<file path="config.mk">
export PLATFORM = sky130hd
export DESIGN_NAME = fpu_issue
export DESIGN_NICKNAME = d
export VERILOG_FILES = /design/src/rtl/fpu_pkg.sv /design/src/rtl/fpu_cmd_fifo.sv /design/src/rtl/fpu_issue.sv
export SDC_FILE = /design/constraint.sdc
export NUM_CORES = 1
export LEC_CHECK = 0
export ABC_AREA = 1
export ABC_CLOCK_PERIOD_IN_PS = 11700
export CAP_MARGIN = 0
export CORE_MARGIN = 2
export CORE_UTILIZATION = 28
export DETAILED_ROUTE_END_ITERATION = 6
export PLACE_DENSITY = 0.49
export SYNTH_ARGS = -nofsm -noshare
export SYNTH_HDL_FRONTEND = slang
export SYNTH_SLANG_ARGS = --single-unit
export TNS_END_PERCENT = 1
</file>
<file path="constraint.sdc">
create_clock -name clk -period 11.7 [get_ports clk]
set_clock_uncertainty 0.15 [all_clocks]
set_input_delay 1.17 -clock clk [delete_from_list [all_inputs] [get_ports clk]]
set_output_delay 1.17 -clock clk [all_outputs]
set_load 0.01 [all_outputs]
</file>
<file path="src/rtl/fpu_pkg.sv">
// Shared definitions for the FPU issue block: opcodes, flag bit positions,
// command word layout and the issue FSM state encoding.
package fpu_pkg;

  localparam logic [1:0] OP_ADD = 2'b00;
  localparam logic [1:0] OP_SUB = 2'b01;
  localparam logic [1:0] OP_MUL = 2'b10;
  localparam logic [1:0] OP_NOP = 2'b11;

  localparam int FLAG_INF_B = 0;
  localparam int FLAG_INF_A = 1;
  localparam int FLAG_NAN_B = 2;
  localparam int FLAG_NAN_A = 3;
  localparam int FLAG_S     = 4;
  localparam int FLAG_Z     = 5;
  localparam int FLAG_NOP   = 6;
  localparam int FLAGS_W    = 7;

  // A queued command carries the opcode and both operands.
  typedef struct packed {
    logic [1:0]  op;
    logic [31:0] a;
    logic [31:0] b;
  } fpu_cmd_t;

  localparam int CMD_W = $bits(fpu_cmd_t);

  typedef enum logic [1:0] {
    ST_IDLE  = 2'b00,
    ST_ISSUE = 2'b01,
    ST_WAIT  = 2'b10,
    ST_HOLD  = 2'b11
  } fpu_state_e;

  // Flags that may accumulate into the sticky register (the NOP marker never does).
  function automatic logic [FLAGS_W-1:0] sticky_mask();
    logic [FLAGS_W-1:0] m;
    m = {FLAGS_W{1'b1}};
    m[FLAG_NOP] = 1'b0;
    return m;
  endfunction

endpackage

</file>
<file path="src/rtl/fpu_cmd_fifo.sv">
// Command FIFO for the FPU issue block. Pointers carry one extra wrap bit so
// full and empty can be told apart by comparing the MSBs.
module fpu_cmd_fifo #(
  parameter int DEPTH = 4,
  parameter int WIDTH = fpu_pkg::CMD_W
) (
  input  logic             clk,
  input  logic             rst_n,
  input  logic             i_push,
  input  logic [WIDTH-1:0] i_data,
  input  logic             i_pop,
  output logic [WIDTH-1:0] o_data,
  output logic             o_full,
  output logic             o_empty
);

  localparam int AW = $clog2(DEPTH);
  localparam logic [AW:0] PTR_ONE = {{AW{1'b0}}, 1'b1};

  logic [WIDTH-1:0] r_mem [DEPTH];
  logic [AW:0]      r_wr_ptr;
  logic [AW:0]      r_rd_ptr;
  logic             w_do_push;
  logic             w_do_pop;

  assign o_full    = (r_wr_ptr[AW] != r_rd_ptr[AW]) &&
                     (r_wr_ptr[AW-1:0] == r_rd_ptr[AW-1:0]);
  assign o_empty   = (r_wr_ptr == r_rd_ptr);
  assign w_do_push = i_push && !o_full;
  assign w_do_pop  = i_pop && !o_empty;
  assign o_data    = r_mem[r_rd_ptr[AW-1:0]];

  // Advance write/read pointers on accepted push/pop; reset empties the queue.
  always_ff @(posedge clk or negedge rst_n) begin
    if (!rst_n) begin
      r_wr_ptr <= '0;
      r_rd_ptr <= '0;
    end else begin
      if (w_do_push) begin
        r_wr_ptr <= r_wr_ptr + PTR_ONE;
      end
      if (w_do_pop) begin
        r_rd_ptr <= r_rd_ptr + PTR_ONE;
      end
    end
  end

  // Store the incoming command at the tail slot.
  always_ff @(posedge clk) begin
    if (w_do_push) begin
      r_mem[r_wr_ptr[AW-1:0]] <= i_data;
    end
  end

endmodule

</file>
<file path="src/rtl/fpu_issue.sv">
// FPU issue block: queues commands, presents one at a time to an external
// combinational FPU, captures its result and flags, and hands the result out
// on a valid/ready channel while accumulating sticky flags.
module fpu_issue
  import fpu_pkg::*;
#(
  parameter int DEPTH = 4
) (
  input  logic               clk,
  input  logic               rst_n,
  input  logic               in_valid,
  output logic               in_ready,
  input  logic [31:0]        in_a,
  input  logic [31:0]        in_b,
  input  logic [1:0]         in_op,
  output logic [31:0]        fpu_a,
  output logic [31:0]        fpu_b,
  output logic [1:0]         fpu_opcode,
  input  logic [31:0]        fpu_o,
  input  logic [FLAGS_W-1:0] fpu_flags,
  output logic               out_valid,
  input  logic               out_ready,
  output logic [31:0]        out_result,
  output logic [FLAGS_W-1:0] out_flags,
  output logic [FLAGS_W-1:0] sticky_flags,
  input  logic               sticky_clr,
  output logic               busy
);

  fpu_state_e         r_state;
  fpu_state_e         w_next_state;
  logic [31:0]        r_fpu_a;
  logic [31:0]        r_fpu_b;
  logic [1:0]         r_fpu_op;
  logic               r_out_valid;
  logic [31:0]        r_out_result;
  logic [FLAGS_W-1:0] r_out_flags;
  logic [FLAGS_W-1:0] r_sticky;

  logic               w_full;
  logic               w_empty;
  logic               w_push;
  logic               w_pop;
  logic               w_capture;
  logic               w_release;
  fpu_cmd_t           w_wr_cmd;
  fpu_cmd_t           w_head;

  // in_ready depends only on the full flag, so a same-cycle pop never opens it.
  assign in_ready = !w_full;
  assign w_push   = in_valid && !w_full;
  assign w_wr_cmd = '{op: in_op, a: in_a, b: in_b};

  fpu_cmd_fifo #(
    .DEPTH (DEPTH),
    .WIDTH (CMD_W)
  ) u_fifo (
    .clk     (clk),
    .rst_n   (rst_n),
    .i_push  (w_push),
    .i_data  (w_wr_cmd),
    .i_pop   (w_pop),
    .o_data  (w_head),
    .o_full  (w_full),
    .o_empty (w_empty)
  );

  // State register.
  always_ff @(posedge clk or negedge rst_n) begin
    if (!rst_n) begin
      r_state <= ST_IDLE;
    end else begin
      r_state <= w_next_state;
    end
  end

  // Next-state decode plus the pop/capture/release strobes.
  always_comb begin
    w_next_state = r_state;
    w_pop        = 1'b0;
    w_capture    = 1'b0;
    w_release    = 1'b0;
    case (r_state)
      ST_IDLE: begin
        if (!w_empty) begin
          w_pop        = 1'b1;
          w_next_state = ST_ISSUE;
        end else begin
          w_next_state = ST_IDLE;
        end
      end
      ST_ISSUE: begin
        w_next_state = ST_WAIT;
      end
      ST_WAIT: begin
        // A nop yields nothing: skip capture and return straight to IDLE.
        if (r_fpu_op == OP_NOP) begin
          w_next_state = ST_IDLE;
        end else begin
          w_capture    = 1'b1;
          w_next_state = ST_HOLD;
        end
      end
      ST_HOLD: begin
        if (out_ready) begin
          w_release = 1'b1;
          if (!w_empty) begin
            w_pop        = 1'b1;
            w_next_state = ST_ISSUE;
          end else begin
            w_next_state = ST_IDLE;
          end
        end else begin
          w_next_state = ST_HOLD;
        end
      end
      default: begin
        w_next_state = ST_IDLE;
      end
    endcase
  end

  // FPU operand registers: loaded only when the FIFO head is popped.
  always_ff @(posedge clk or negedge rst_n) begin
    if (!rst_n) begin
      r_fpu_a  <= 32'h0000_0000;
      r_fpu_b  <= 32'h0000_0000;
      r_fpu_op <= OP_NOP;
    end else if (w_pop) begin
      r_fpu_a  <= w_head.a;
      r_fpu_b  <= w_head.b;
      r_fpu_op <= w_head.op;
    end
  end

  // Result channel: capture FPU output in WAIT, hold until the consumer takes it.
  always_ff @(posedge clk or negedge rst_n) begin
    if (!rst_n) begin
      r_out_valid  <= 1'b0;
      r_out_result <= 32'h0000_0000;
      r_out_flags  <= {FLAGS_W{1'b0}};
    end else if (w_capture) begin
      r_out_valid  <= 1'b1;
      r_out_result <= fpu_o;
      r_out_flags  <= fpu_flags;
    end else if (w_release) begin
      r_out_valid  <= 1'b0;
    end
  end

  // Sticky flags: OR in captured flags; a clear on the same edge takes priority.
  always_ff @(posedge clk or negedge rst_n) begin
    if (!rst_n) begin
      r_sticky <= {FLAGS_W{1'b0}};
    end else if (sticky_clr) begin
      r_sticky <= {FLAGS_W{1'b0}};
    end else if (w_capture) begin
      r_sticky <= r_sticky | (fpu_flags & sticky_mask());
    end
  end

  assign fpu_a        = r_fpu_a;
  assign fpu_b        = r_fpu_b;
  assign fpu_opcode   = r_fpu_op;
  assign out_valid    = r_out_valid;
  assign out_result   = r_out_result;
  assign out_flags    = r_out_flags;
  assign sticky_flags = r_sticky;
  assign busy         = (r_state != ST_IDLE) || !w_empty;

endmodule

</file>
# [After elaboration in Yosys (flattened, before gate mapping)]
# Memories as Yosys holds them, arrays and structs flattened. A register that Yosys moved wholly into a read port is not among the register bits.
# Cells that the tools add are included.
[totals] n_memories=1 mem_bits_ro=0 input_bits=110 latch_bits=0 regBits=55 wordCells=47 mem_bits_rw=264
[classes] n_div=0 eq_ne=7 multipliers=0 order_cmp=0 muxes=17 n_addsub=2 shifts=0 n_bitwise=1 n_reduce_logical=12
[mem_list] memory="u_fifo.r_mem" words=4 word_bits=66 read_ports=1 rd_clocked_by_memory_dff=1 write_ports=1 line="fpu_cmd_fifo.sv:20" rtl="logic [WIDTH-1:0] r_mem [DEPTH];"
[op_table] op="2-to-1 mux 7 bit" n=2
[op_table] op="2-to-1 mux 1 bit" n=11
[op_table] op="one-hot mux 2 bit (4 select lines)" n=1
[op_table] op="OR 7 x 6 -> 7 bit" n=1
[op_table] op="adder 3 x 1 -> 3 bit (second input constant)" n=2
[op_table] op="equality test 2 bit (second input constant)" n=3
[op_table] op="nonzero test 2 bit" n=3
[op_table] op="logical AND 1 bit" n=4
[op_table] op="2-to-1 mux 2 bit" n=2
[op_table] op="equality test 3 bit" n=1
[op_table] op="zero test 1 bit" n=3
[op_table] op="equality test 2 x 1 -> 1 bit (second input constant)" n=1
[op_table] op="equality test 2 bit" n=1
[op_table] op="zero test 2 bit" n=1
[op_table] op="one-hot mux 1 bit (2 select lines)" n=1
[op_table] op="logical OR 1 bit" n=1
[op_table] op="inequality test 1 bit" n=1

# [Logic depth before layout (Yosys ltp)]
# Gate-level depths: netlist of the first run.
[logic_depth] ltp_word=7 mapped_depth=10

# [Cells and area by module]
# A second synthesis of the first run with hierarchy kept.
[hier_totals] hier_cells=1225 hier_area_um2=14845.5
[modules_own_cells] mod="fpu_cmd_fifo" instances=1 area_each_um2=10164.7 seq_area_each_um2=8077.7 cells_per_inst=698
[modules_own_cells] mod="fpu_issue" instances=1 area_each_um2=4680.7 seq_area_each_um2=2855.2 cells_per_inst=527

# [Least setup slack after synthesis of the first run]
# OpenSTA, ideal clock, no wires.
[synth_timing] kind="input to register" from="input in_valid" to="memory u_fifo.r_mem[0][0] (netlist name) (enable)" arrival_ns=4.081 stages=2 setup_ns=0.491 path_slack_ns=6.978 path_cell_list="nand2_1 -> nor2_1"
[synth_via] elab_chain_cells=4
[synth_rtl] element="from (decl)" line="fpu_issue.sv:11" rtl="input logic in_valid,"
[synth_rtl] element="logical AND 1 bit" line="fpu_issue.sv:51" rtl="assign w_push = in_valid && !w_full;"
[synth_rtl] element="logical AND 1 bit" line="fpu_cmd_fifo.sv:29" rtl="assign w_do_push = i_push && !o_full;"
[synth_rtl] element="2-to-1 mux 1 bit" line="fpu_cmd_fifo.sv:50" rtl="if (w_do_push) begin"
[synth_rtl] element="2-to-1 mux 1 bit (implied by the code)" line="fpu_cmd_fifo.sv:51" rtl="r_mem[r_wr_ptr[AW-1:0]] <= i_data;"
[synth_rtl] element="to (decl)" line="fpu_cmd_fifo.sv:20"
# Every way passes these cells.

# [Worst setup path after layout of the first run]
[layout_timing] from="register u_fifo.r_rd_ptr[0]" to="output busy"
[layout_via] elab_chain_cells=3
[layout_rtl] element="from (decl)" line="fpu_cmd_fifo.sv:22" rtl="logic [AW:0] r_rd_ptr;"
[layout_rtl] element="from (signal assigned)" line="fpu_cmd_fifo.sv:43" rtl="r_rd_ptr <= r_rd_ptr + PTR_ONE;"
[layout_rtl] element="equality test 3 bit" line="fpu_cmd_fifo.sv:28" rtl="assign o_empty = (r_wr_ptr == r_rd_ptr);"
[layout_rtl] element="zero test 1 bit" line="fpu_issue.sv:169" rtl="assign busy = (r_state != ST_IDLE) || !w_empty;"
[layout_rtl] element="logical OR 1 bit" line="fpu_issue.sv:169"
[layout_rtl] element="to (decl)" line="fpu_issue.sv:27" rtl="output logic busy"
# Every way passes these cells.

==> results of run 1 <==
[area by class of cell]
cell class | count | area, um2 | area share [%]
multi-input cells | 846 | 3600 | 17.6
repair buffers | 235 | 2320 | 11.4
clock buffers | 59 | 1260 | 6.18
flip-flops and latches | 384 | 10900 | 53.5
inverters | 286 | 1080 | 5.27
well taps | 756 | 946 | 4.63
clock inverters | 27 | 285 | 1.40
[synth_stat cells (3+ instances only)]
cell type    n  share of area, %
buf_1        4             0.094
inv_1      282               6.6
buf_2       41               1.3
a21oi_1      6              0.19
ha_1         9              0.71
buf_4        3              0.14
nand2_1    611                14
dfrtp_1    118                19
o21ai_0      3             0.094
nor2_1       4             0.094
edfxtp_1   264                50
inv_2        4             0.094
nand3_1    205               6.4
clkbuf_1    24              0.57
[layer usage]
| layer | vias to the layer above | global-route usage [%] |
|---|---|---|
| met5 | - | 0 |
| met4 | 8 | 3.98 |
| met3 | 66 | 3.27 |
| met2 | 289 | 23.0 |
| met1 | 5103 | 18.4 |
| li1 | 5389 | - |
[where the power goes]
group / internal, W / switching, W
sequential: 0.00187 / 0.000229
combinational: 0.000718 / 0.00115
clock: 0.000894 / 0.000562
total: 0.00349 / 0.00194
[layout by cell type, fill, tap and decap left out, drive strengths merged]
cell | netlist | layout
a21oi | 7 | 7
buf | 50 | 13
bufinv | 0 | 6
clkbuf | 24 | 59
clkdlybuf4s50 | 0 | 222
clkinv | 0 | 21
conb | 1 | 1
dfrtp | 118 | 118
dfstp | 2 | 2
edfxtp | 264 | 264
ha | 9 | 9
inv | 286 | 286
nand2 | 613 | 613
nand3 | 206 | 206
nand4 | 1 | 1
nor2 | 4 | 4
o21ai | 3 | 3
xor2 | 2 | 2
[flip-flops by register name, indices dropped and copies added (netlist names)]
register         count
u_fifo.r_wr_ptr      3
out_result          32
out_valid            1
out_flags            7
u_fifo.r_rd_ptr      3
u_fifo.r_mem       264
fpu_a               32
sticky_flags         6
fpu_b               32
r_state              2
fpu_opcode           2
[final timing paths]
path                                          from                   to  slack (ns)
min in group asynchronous                    rst_n       out_result[20]        0.47
worst max register to register  u_fifo.r_rd_ptr[0]  u_fifo.r_mem[0][22]        7.34
worst min-delay path                      fpu_b[4]             fpu_b[4]        0.32
worst max-delay path            u_fifo.r_rd_ptr[0]                 busy        7.07
worst min register to register            fpu_b[4]             fpu_b[4]        0.32
max in group asynchronous                    rst_n   u_fifo.r_rd_ptr[1]        9.60
[kinds of logic (layout without fill, tap and decap cells)]
group	Yosys count	count (layout)
DFF	384	384
other	1	1
adders and majority gates	9	9
xor gates and xnor gates	2	2
buffers and inverters	360	607
AOI/OAI and AO/OA	10	10
and+or+nand+nor	824	824
[worst register-to-register path, cell delays in order, from the launching register on]
cell,delay [ns]
dfrtp_4,0.97
inv_4,0.49
nand2_1,0.21
nand2_2,0.10
nand3_1,0.18
nand2_1,0.30
nor2_4,0.88
buf_4,0.65
[stage by stage]
stage / worst slack (ns) / power, W / hold slack, ns
2_1_floorplan: 6.98 / 0.00322 / 0.324
4_1_cts: 7.02 / 0.00554 / 0.325
5_1_grt: 6.88 / 0.00582 / 0.337
3_5_place_dp: 7.27 / 0.00405 / 0.311
6_report: 7.07 / 0.00543 / 0.321
3_3_place_gp: 7.32 / 0.00402 / 0.311
==> flow_metrics.py, run 1 <==
metrics = {
    "final_layout": {
        "n_antenna_cell": 0,
        "fin_area_mm2": 0.0204,
        "finalNetCount": 1918,
        "stdcell_count": 2593,
        "utilization_pct": 36.3,
        "fillers": 5611,
        "drive_gt1_share_pct": 5.06,
        "syn2layout_area_growth_pct": 28.3,
    },
    "synth": {
        "synth-compound-area-share_pct": 0.338,
        "synth_xor_area_share_pct": 0.110,
        "synth_adder_area_share_pct": 0.707,
        "synth_top_family_by_area": "simple AND/OR/NAND/NOR gates",
        "netlist_area_mm2": 0.0159,
        "synth_nets": 1709,
        "synthFlopType": "edfxtp_1",
        "synthArstFlopShare_pct": 31.3,
        "ys_seq_elements": 384,
        "syn_avg_cell_area_um2": 10.0,
        "yosys.area_share.simple_pct": 21.2,
        "ys_types": 23,
        "synth_seq_area_share_pct": 68.7,
        "yosysWarnings": 0,
        "synth_edf_count": 264,
        "synth_mux_area_share_pct": 0,
        "syn_inst": 1590,
    },
    "detailed_routing": {
        "met3_length_um": 2510,
        "m1WireLength_um": 18700,
        "maxUsedRoutingLayer": "met5",
        "via_count": 10900,
        "routed-wl-met2_um": 19000,
        "wl_per_cell_um": 15.9,
        "wirelength_um": 41200,
        "drt_pass1_iterations": 5,
        "drt_iter0_drc": 540,
        "viasPerCell": 4.19,
        "ant_nets": 0,
        "route.detailed.drc": 0,
    },
    "place": {
        "gp_congestion": 0.833,
        "hpwlAfterDp_um": 24800,
        "port_buffers": 223,
        "dpl_cell_area_mm2": 0.0189,
        "placedCellCount": 2507,
    },
    "die": {
        "num_io_pins": 225,
        "placementRows": 87,
        "fp.dieW_um": 242,
        "die_h_um": 242,
        "initial_core_util_pct": 28.3,
        "coreArea_mm2": 0.0563,
        "die_area_mm2": 0.0588,
    },
    "setup_path": {
        "cp.depth": 5,
        "cp-start-kind": "flop",
        "path_cells": "inv_4, nand2_1, nand2_2, nand4_1, clkdlybuf4s50_1",
        "max_stage_delay_ns": 0.79,
        "slowest_stage": "dfrtp_4",
        "critPathKind": "reg -> out",
        "cp_top_family": "buffers and inverters",
        "crit_fanout": 70,
        "worstPathArrival_ns": 3.31,
        "required_ns": 10.38,
        "worstRegToRegCells": 7,
        "worstSetupEndpointType": "output pin",
        "path_buf_inv": 2,
    },
    "grt": {
        "grt_pass1_vias": 10800,
        "antenna_found_initial": 5,
        "grt_max_degree": 73,
        "overflow": 0,
        "track_usage_pct": 14.0,
        "grt_pass1_wl_um": 64000,
    },
    "timing": {
        "period_share_pct": 39.6,
        "period_needed_ns": 4.63,
        "slew_headroom_pct": 20.7,
        "fin_tns_setup_ns": 0,
        "rsz0062_at_grt": "false",
        "drv_slew": 0,
        "finalHoldViolations": 0,
        "tightest_slew_ns": 1.19,
        "max_freq_ghz": 0.216,
        "setup_violations": 0,
    },
    "clocking": {
        "cts_setup_buffers": 0,
        "htreeDepth": 2,
        "hold_buffers": 0,
        "cts_tree": "done",
        "clock-sinks": 384,
        "clkTransAtPathRegs_ns": 0.05,
        "clock-root-buffer": "clkbuf_16",
        "post_cts_resized": 0,
        "cts_inserted_buffers": 46,
        "clk_path_buf_depth": 3,
        "clk_latency_ns": 0.57,
    },
    "flow_run": {
        "cap_violations": 0,
    },
    "min_path": {
        "hp-class": "reg -> reg",
        "holdPathStages": 2,
    },
    "pwr": {
        "p_leak_nw": 9.28,
        "vdd_ir_drop_max_uv": 223,
        "powerDensity_mw_per_mm2": 266,
    },
    "run_status": {
        "outcome": "completed",
    },
}
No activity file was read; power rests on OpenSTA's default activity.
==> run 2, diff against run 1 <==
--- a/config.mk
+++ b/config.mk
@@ -6,7 +6,7 @@
 export NUM_CORES = 1
 export LEC_CHECK = 0
 export ABC_AREA = 1
-export ABC_CLOCK_PERIOD_IN_PS = 11700
+export ABC_CLOCK_PERIOD_IN_PS = 4400
 export CAP_MARGIN = 0
 export CORE_MARGIN = 2
 export CORE_UTILIZATION = 28
==> constraint.sdc (replaced) <==
create_clock -name clk -period 4.4 [get_ports clk]
set_clock_uncertainty 0.15 [all_clocks]
set_input_delay 0.44 -clock clk [delete_from_list [all_inputs] [get_ports clk]]
set_output_delay 0.44 -clock clk [all_outputs]
set_load 0.01 [all_outputs]
==> flow_metrics.py, run 2 (synthesis gave the netlist of run 1 again) <==
metrics = {
    "pwr": {
        "p_total_w": 0.0141,
        "p_leak_nw": 9.24,
        "powerDensity_mw_per_mm2": 694,
        "vdd_ir_drop_max_uv": 597,
    },
    "setup_path": {
        "slowest_stage": "dfrtp_4",
        "worstPathArrival_ns": 2.84,
        "required_ns": 3.81,
        "max_stage_delay_ns": 0.67,
        "crit_fanout": 47,
        "cp_top_family": "buffers and inverters",
        "critPathKind": "reg -> out",
        "worstSetupEndpointType": "output pin",
        "path_buf_inv": 2,
        "cp-start-kind": "flop",
        "path_cells": "inv_4, nand2_1, nand2_2, nand4_1, clkdlybuf4s50_1",
    },
    "grt": {
        "grt_max_degree": 97,
        "track_usage_pct": 14.0,
        "grt_pass1_wl_um": 63700,
        "overflow": 0,
        "grt_pass1_vias": 10700,
        "antenna_found_initial": 6,
    },
    "detailed_routing": {
        "viasPerCell": 4.18,
        "ant_nets": 0,
        "route.detailed.drc": 0,
        "via_count": 10800,
        "drt_pass1_iterations": 4,
        "wl_per_cell_um": 15.9,
        "drt_iter0_drc": 604,
        "wirelength_um": 41200,
    },
    "final_layout": {
        "drive_gt1_share_pct": 5.34,
        "finalNetCount": 1921,
        "n_antenna_cell": 0,
        "largest_reg_flops": 264,
        "stdcell_count": 2591,
        "final_cell_mix": "nand2_1 (611), inv_1 (282), edfxtp_1 (264), clkdlybuf4s50_1 (222), nand3_1 (205)",
        "ff_latch_area_mm2": 0.0109,
        "layout_commonest_cell": "nand2_1",
        "syn2layout_area_growth_pct": 27.7,
        "multi_input_area_mm2": 0.00360,
        "fillers": 5608,
    },
    "timing": {
        "drv_slew": 0,
        "slew_headroom_pct": 17.9,
        "period_share_pct": 78.1,
        "period_needed_ns": 3.43,
        "rsz0062_at_grt": "false",
        "setup_slack_ns": 0.965,
        "finalHoldViolations": 0,
        "setup_violations": 0,
        "max_freq_ghz": 0.291,
        "hold_ws_ns": 0.196,
        "fin_tns_setup_ns": 0,
        "tightest_slew_ns": 1.23,
    },
    "die": {
        "coreArea_mm2": 0.0563,
        "initial_core_util_pct": 28.3,
        "fp.dieW_um": 242,
        "die_area_mm2": 0.0588,
        "placementRows": 87,
        "num_io_pins": 225,
        "die_h_um": 242,
    },
    "clocking": {
        "clkTransAtPathRegs_ns": 0.05,
        "cts_inserted_buffers": 44,
        "cts_setup_buffers": 0,
        "clk_path_buf_depth": 3,
        "cts_tree": "done",
        "clock-root-buffer": "clkbuf_16",
        "clock-sinks": 384,
        "post_cts_resized": 0,
        "clk_latency_ns": 0.56,
        "htreeDepth": 2,
    },
    "place": {
        "placedCellCount": 2511,
        "gp_congestion": 0.828,
        "hpwlAfterDp_um": 24000,
        "post-place-ws_ns": 1.20,
        "port_buffers": 223,
    },
    "run_status": {
        "outcome": "completed",
    },
    "flow_run": {
        "cap_violations": 0,
    },
    "min_path": {
        "hp-class": "in -> async",
    },
}
## run 2: cell types whose count changed in the layout (fill, tap and decap cells not counted), moves of 3 or more
cell,previous run,this run
clkinv_1,12,2
bufinv_16,6,0
clkbuf_8,0,11
buf_4,12,15
clkbuf_16,49,46
clkinv_4,3,0
## run 2: stage by stage
step	util, %	instance area [um2]
5_1_grt	36.1	20300
6_report	36.1	20300
2_1_floorplan	-	15900
3_5_place_dp	33.6	18900
3_3_place_gp	33.6	18900
4_1_cts	36.1	20300
## run 2: report_power, final
part / leakage (nW) / switching, W / internal, W
clock network: 0.691 / 0.00143 / 0.00209
registers: 3.91 / 0.000452 / 0.00498
logic: 4.64 / 0.00324 / 0.00193
total: 9.24 / 0.00512 / 0.00900
## run 2: final timing paths
| path | slack (ns) | cells past startpoint | startpoint | to |
|---|---|---|---|---|
| min in group clk | 0.28 | 3 | fpu_o[25] | out_result[25] |
| max reg2reg | 1.29 | 7 | u_fifo.r_rd_ptr[0] | u_fifo.r_mem[0][23] |
| max | 0.97 | 5 | u_fifo.r_rd_ptr[0] | busy |
| min | 0.20 | 2 | rst_n | out_result[17] |
| min reg2reg | 0.32 | 2 | fpu_b[7] | fpu_b[7] |
| max in group asynchronous | 2.70 | 3 | rst_n | fpu_b[15] |
## run 2: area by class of cell
type	count	area share (%)
clock buffer	69	6.63
clock inverter	10	0.246
inverter	286	5.30
multi-input combinational	846	17.7
sequential	384	53.8
tap	756	4.65
timing repair buffer	240	11.7
## run 2: what timing repair did
action,4_1_cts,5_1_grt
hold buffers,1,0
setup endpoints to repair,0,0
hold endpoints to repair,30,0
## run 2: layer usage
layer / track usage, % / part of all wire, % / up-vias / wire (um)
met5: 0 / 0.19 / - / 77
met4: 4.27 / 1.9 / 12 / 802
met3: 3.45 / 6.3 / 67 / 2600
met2: 22.8 / 46 / 246 / 18800
met1: 18.4 / 46 / 5127 / 18900
li1: - / - / 5391 / -
==> run 3, diff against run 2 <==
--- a/config.mk
+++ b/config.mk
@@ -6,12 +6,12 @@
 export NUM_CORES = 1
 export LEC_CHECK = 0
 export ABC_AREA = 1
-export ABC_CLOCK_PERIOD_IN_PS = 4400
+export ABC_CLOCK_PERIOD_IN_PS = 2770
 export CAP_MARGIN = 0
 export CORE_MARGIN = 2
 export CORE_UTILIZATION = 28
 export DETAILED_ROUTE_END_ITERATION = 6
-export PLACE_DENSITY = 0.49
+export PLACE_DENSITY = 0.5
 export SYNTH_ARGS = -nofsm -noshare
 export SYNTH_HDL_FRONTEND = slang
 export SYNTH_SLANG_ARGS = --single-unit
==> constraint.sdc (replaced) <==
create_clock -name clk -period 2.77 [get_ports clk]
set_clock_uncertainty 0.15 [all_clocks]
set_input_delay 0.277 -clock clk [delete_from_list [all_inputs] [get_ports clk]]
set_output_delay 0.277 -clock clk [all_outputs]
set_load 0.01 [all_outputs]
==> flow_metrics.py, run 3 (synthesis gave the netlist of run 1 again) <==
metrics = {
    "place": {
        "post-place-ws_ns": 0.299,
        "port_buffers": 223,
        "hpwlAfterDp_um": 23900,
        "gp_congestion": 0.816,
    },
    "setup_path": {
        "r2r-start": "u_fifo.r_wr_ptr[1]",
        "worstPathArrival_ns": 2.18,
        "max_stage_delay_ns": 0.58,
        "path_cells": "inv_1, nand2_1, nand2_1, nand4_1, clkdlybuf4s50_1",
        "path_buf_inv": 2,
        "worstRegToRegCells": 7,
        "cp_top_family": "buffers and inverters",
        "slowest_stage": "clkdlybuf4s50_1",
        "crit_top_cell": "nand2_1",
        "timing.rr.end": "u_fifo.r_mem[3][59]",
        "cp-start-kind": "flop",
        "worstSetupEndpointType": "output pin",
        "required_ns": 2.34,
        "rrSetupSlack_ns": 0.44,
        "crit_fanout": 5,
        "critPathKind": "reg -> out",
    },
    "clocking": {
        "clock-sinks": 384,
        "clock-root-buffer": "clkbuf_16",
        "clkTransAtPathRegs_ns": 0.06,
        "htreeDepth": 2,
        "clk_path_buf_depth": 3,
        "cts_tree": "done",
        "cts_inserted_buffers": 44,
        "clk_latency_ns": 0.57,
    },
    "timing": {
        "period_needed_ns": 2.61,
        "slew_headroom_pct": 32.4,
        "drv_slew": 0,
        "finalHoldViolations": 0,
        "period_share_pct": 94.2,
        "setup_violations": 0,
        "tightest_slew_ns": 1.01,
        "setup_slack_ns": 0.159,
        "hold_ws_ns": 0.0941,
        "max_freq_ghz": 0.383,
        "fin_tns_setup_ns": 0,
        "rsz0062_at_grt": "false",
    },
    "final_layout": {
        "n_antenna_cell": 0,
        "final_cell_mix": "nand2_1 (611), inv_1 (282), edfxtp_1 (264), clkdlybuf4s50_1 (221), nand3_1 (205)",
        "largest_reg_flops": 264,
        "finalNetCount": 1931,
        "drive_gt1_share_pct": 5.41,
        "fillers": 5596,
        "syn2layout_area_growth_pct": 28.7,
        "layout_commonest_cell": "nand2_1",
    },
    "grt": {
        "grt_pass1_vias": 11000,
        "antenna_found_initial": 4,
        "overflow": 0,
        "track_usage_pct": 14.1,
        "grt_max_degree": 134,
        "grt_pass1_wl_um": 64200,
    },
    "detailed_routing": {
        "ant_nets": 0,
        "drt_iter0_drc": 536,
        "wl_per_cell_um": 15.8,
        "route.detailed.drc": 0,
        "wirelength_um": 41200,
        "viasPerCell": 4.18,
        "via_count": 10900,
        "drt_pass1_iterations": 6,
    },
    "min_path": {
        "hp-class": "in -> reg",
        "holdPathStages": 3,
        "holdPathEnd": "out_result[2]",
        "worstHoldStart": "fpu_o[2]",
    },
    "pwr": {
        "vdd_ir_drop_max_uv": 733,
        "powerDensity_mw_per_mm2": 1110,
        "p_leak_nw": 9.30,
        "p_total_w": 0.0227,
    },
    "die": {
        "die_area_mm2": 0.0588,
        "num_io_pins": 225,
        "placementRows": 87,
        "die_h_um": 242,
        "coreArea_mm2": 0.0563,
        "fp.dieW_um": 242,
        "initial_core_util_pct": 28.3,
    },
    "run_status": {
        "outcome": "completed",
    },
    "flow_run": {
        "cap_violations": 0,
    },
}
run 3: cell types whose count changed in the layout (fill, tap and decap cells not counted), moves of 2 or more:
cell,delta
clkinv_1,+4
clkbuf_8,-9
bufinv_16,+2
clkinv_2,-3
clkbuf_1,+6
buf_12,+8
buf_4,+2
run 3: routing by layer:
layer	vias up	part of all wire [%]	global-route usage [%]
met4	8	2.1	4.23
met3	65	6.7	3.48
li1	5409	-	-
met1	5117	46	18.5
met5	-	0.12	0
met2	290	45	22.9
run 3: worst register-to-register path, cell delays in order, from the launching register on:
cell     delay (ns)
dfrtp_1        0.42
inv_1          0.11
nand2_1        0.08
nand2_1        0.12
nand3_1        0.19
nand2_1        0.32
nor2_4         0.22
buf_4          0.37
run 3: timing repair:
action                                 CTS  global route
setup endpoints to repair                1             1
pin swaps                                0             1
hold buffers                             1             0
endpoints found under the hold margin   45             0
gates resized for setup                  1             0
setup buffers                            0             2
run 3: report_power, final:
part           switching [W]  total [W]  internal [W]
sequential          0.000655    0.00856       0.00791
clock                0.00228    0.00557       0.00329
combinational        0.00529    0.00855       0.00326
run 3: layout make-up:
class,count,area [um2],area share [%]
clock buffer,66,1250,6.08
clock inverter,15,134,0.653
inverter,286,1080,5.26
multi-input combinational,846,3600,17.6
sequential,384,10900,53.4
tap,756,946,4.62
timing repair buffer,250,2550,12.4
run 3: how the worst max path moves through the flow:
| stage | startpoint | to | slack (ns) | depth (start not counted) |
|---|---|---|---|---|
| global route | r_state[0] | busy | 0.05 | 4 |
| detailed placement | u_fifo.r_rd_ptr[1] | u_fifo.r_mem[3][13] | 0.30 | 7 |
| finish | u_fifo.r_wr_ptr[1] | busy | 0.16 | 5 |
| floorplan | u_fifo.r_rd_ptr[0] | u_fifo.r_mem[0][0] | -0.68 | 7 |
| global placement | u_fifo.r_rd_ptr[1] | u_fifo.r_mem[3][13] | 0.27 | 7 |
| CTS | u_fifo.r_rd_ptr[1] | busy | 0.03 | 5 |
run 3: through the flow:
step	utilization (%)	cell area (um2)	std cells
2_1_floorplan	-	15900	1590
3_3_place_gp	33.9	19100	2519
3_5_place_dp	33.9	19100	2519
4_1_cts	36.4	20500	2601
5_1_grt	36.4	20500	2603
6_report	36.4	20500	2603
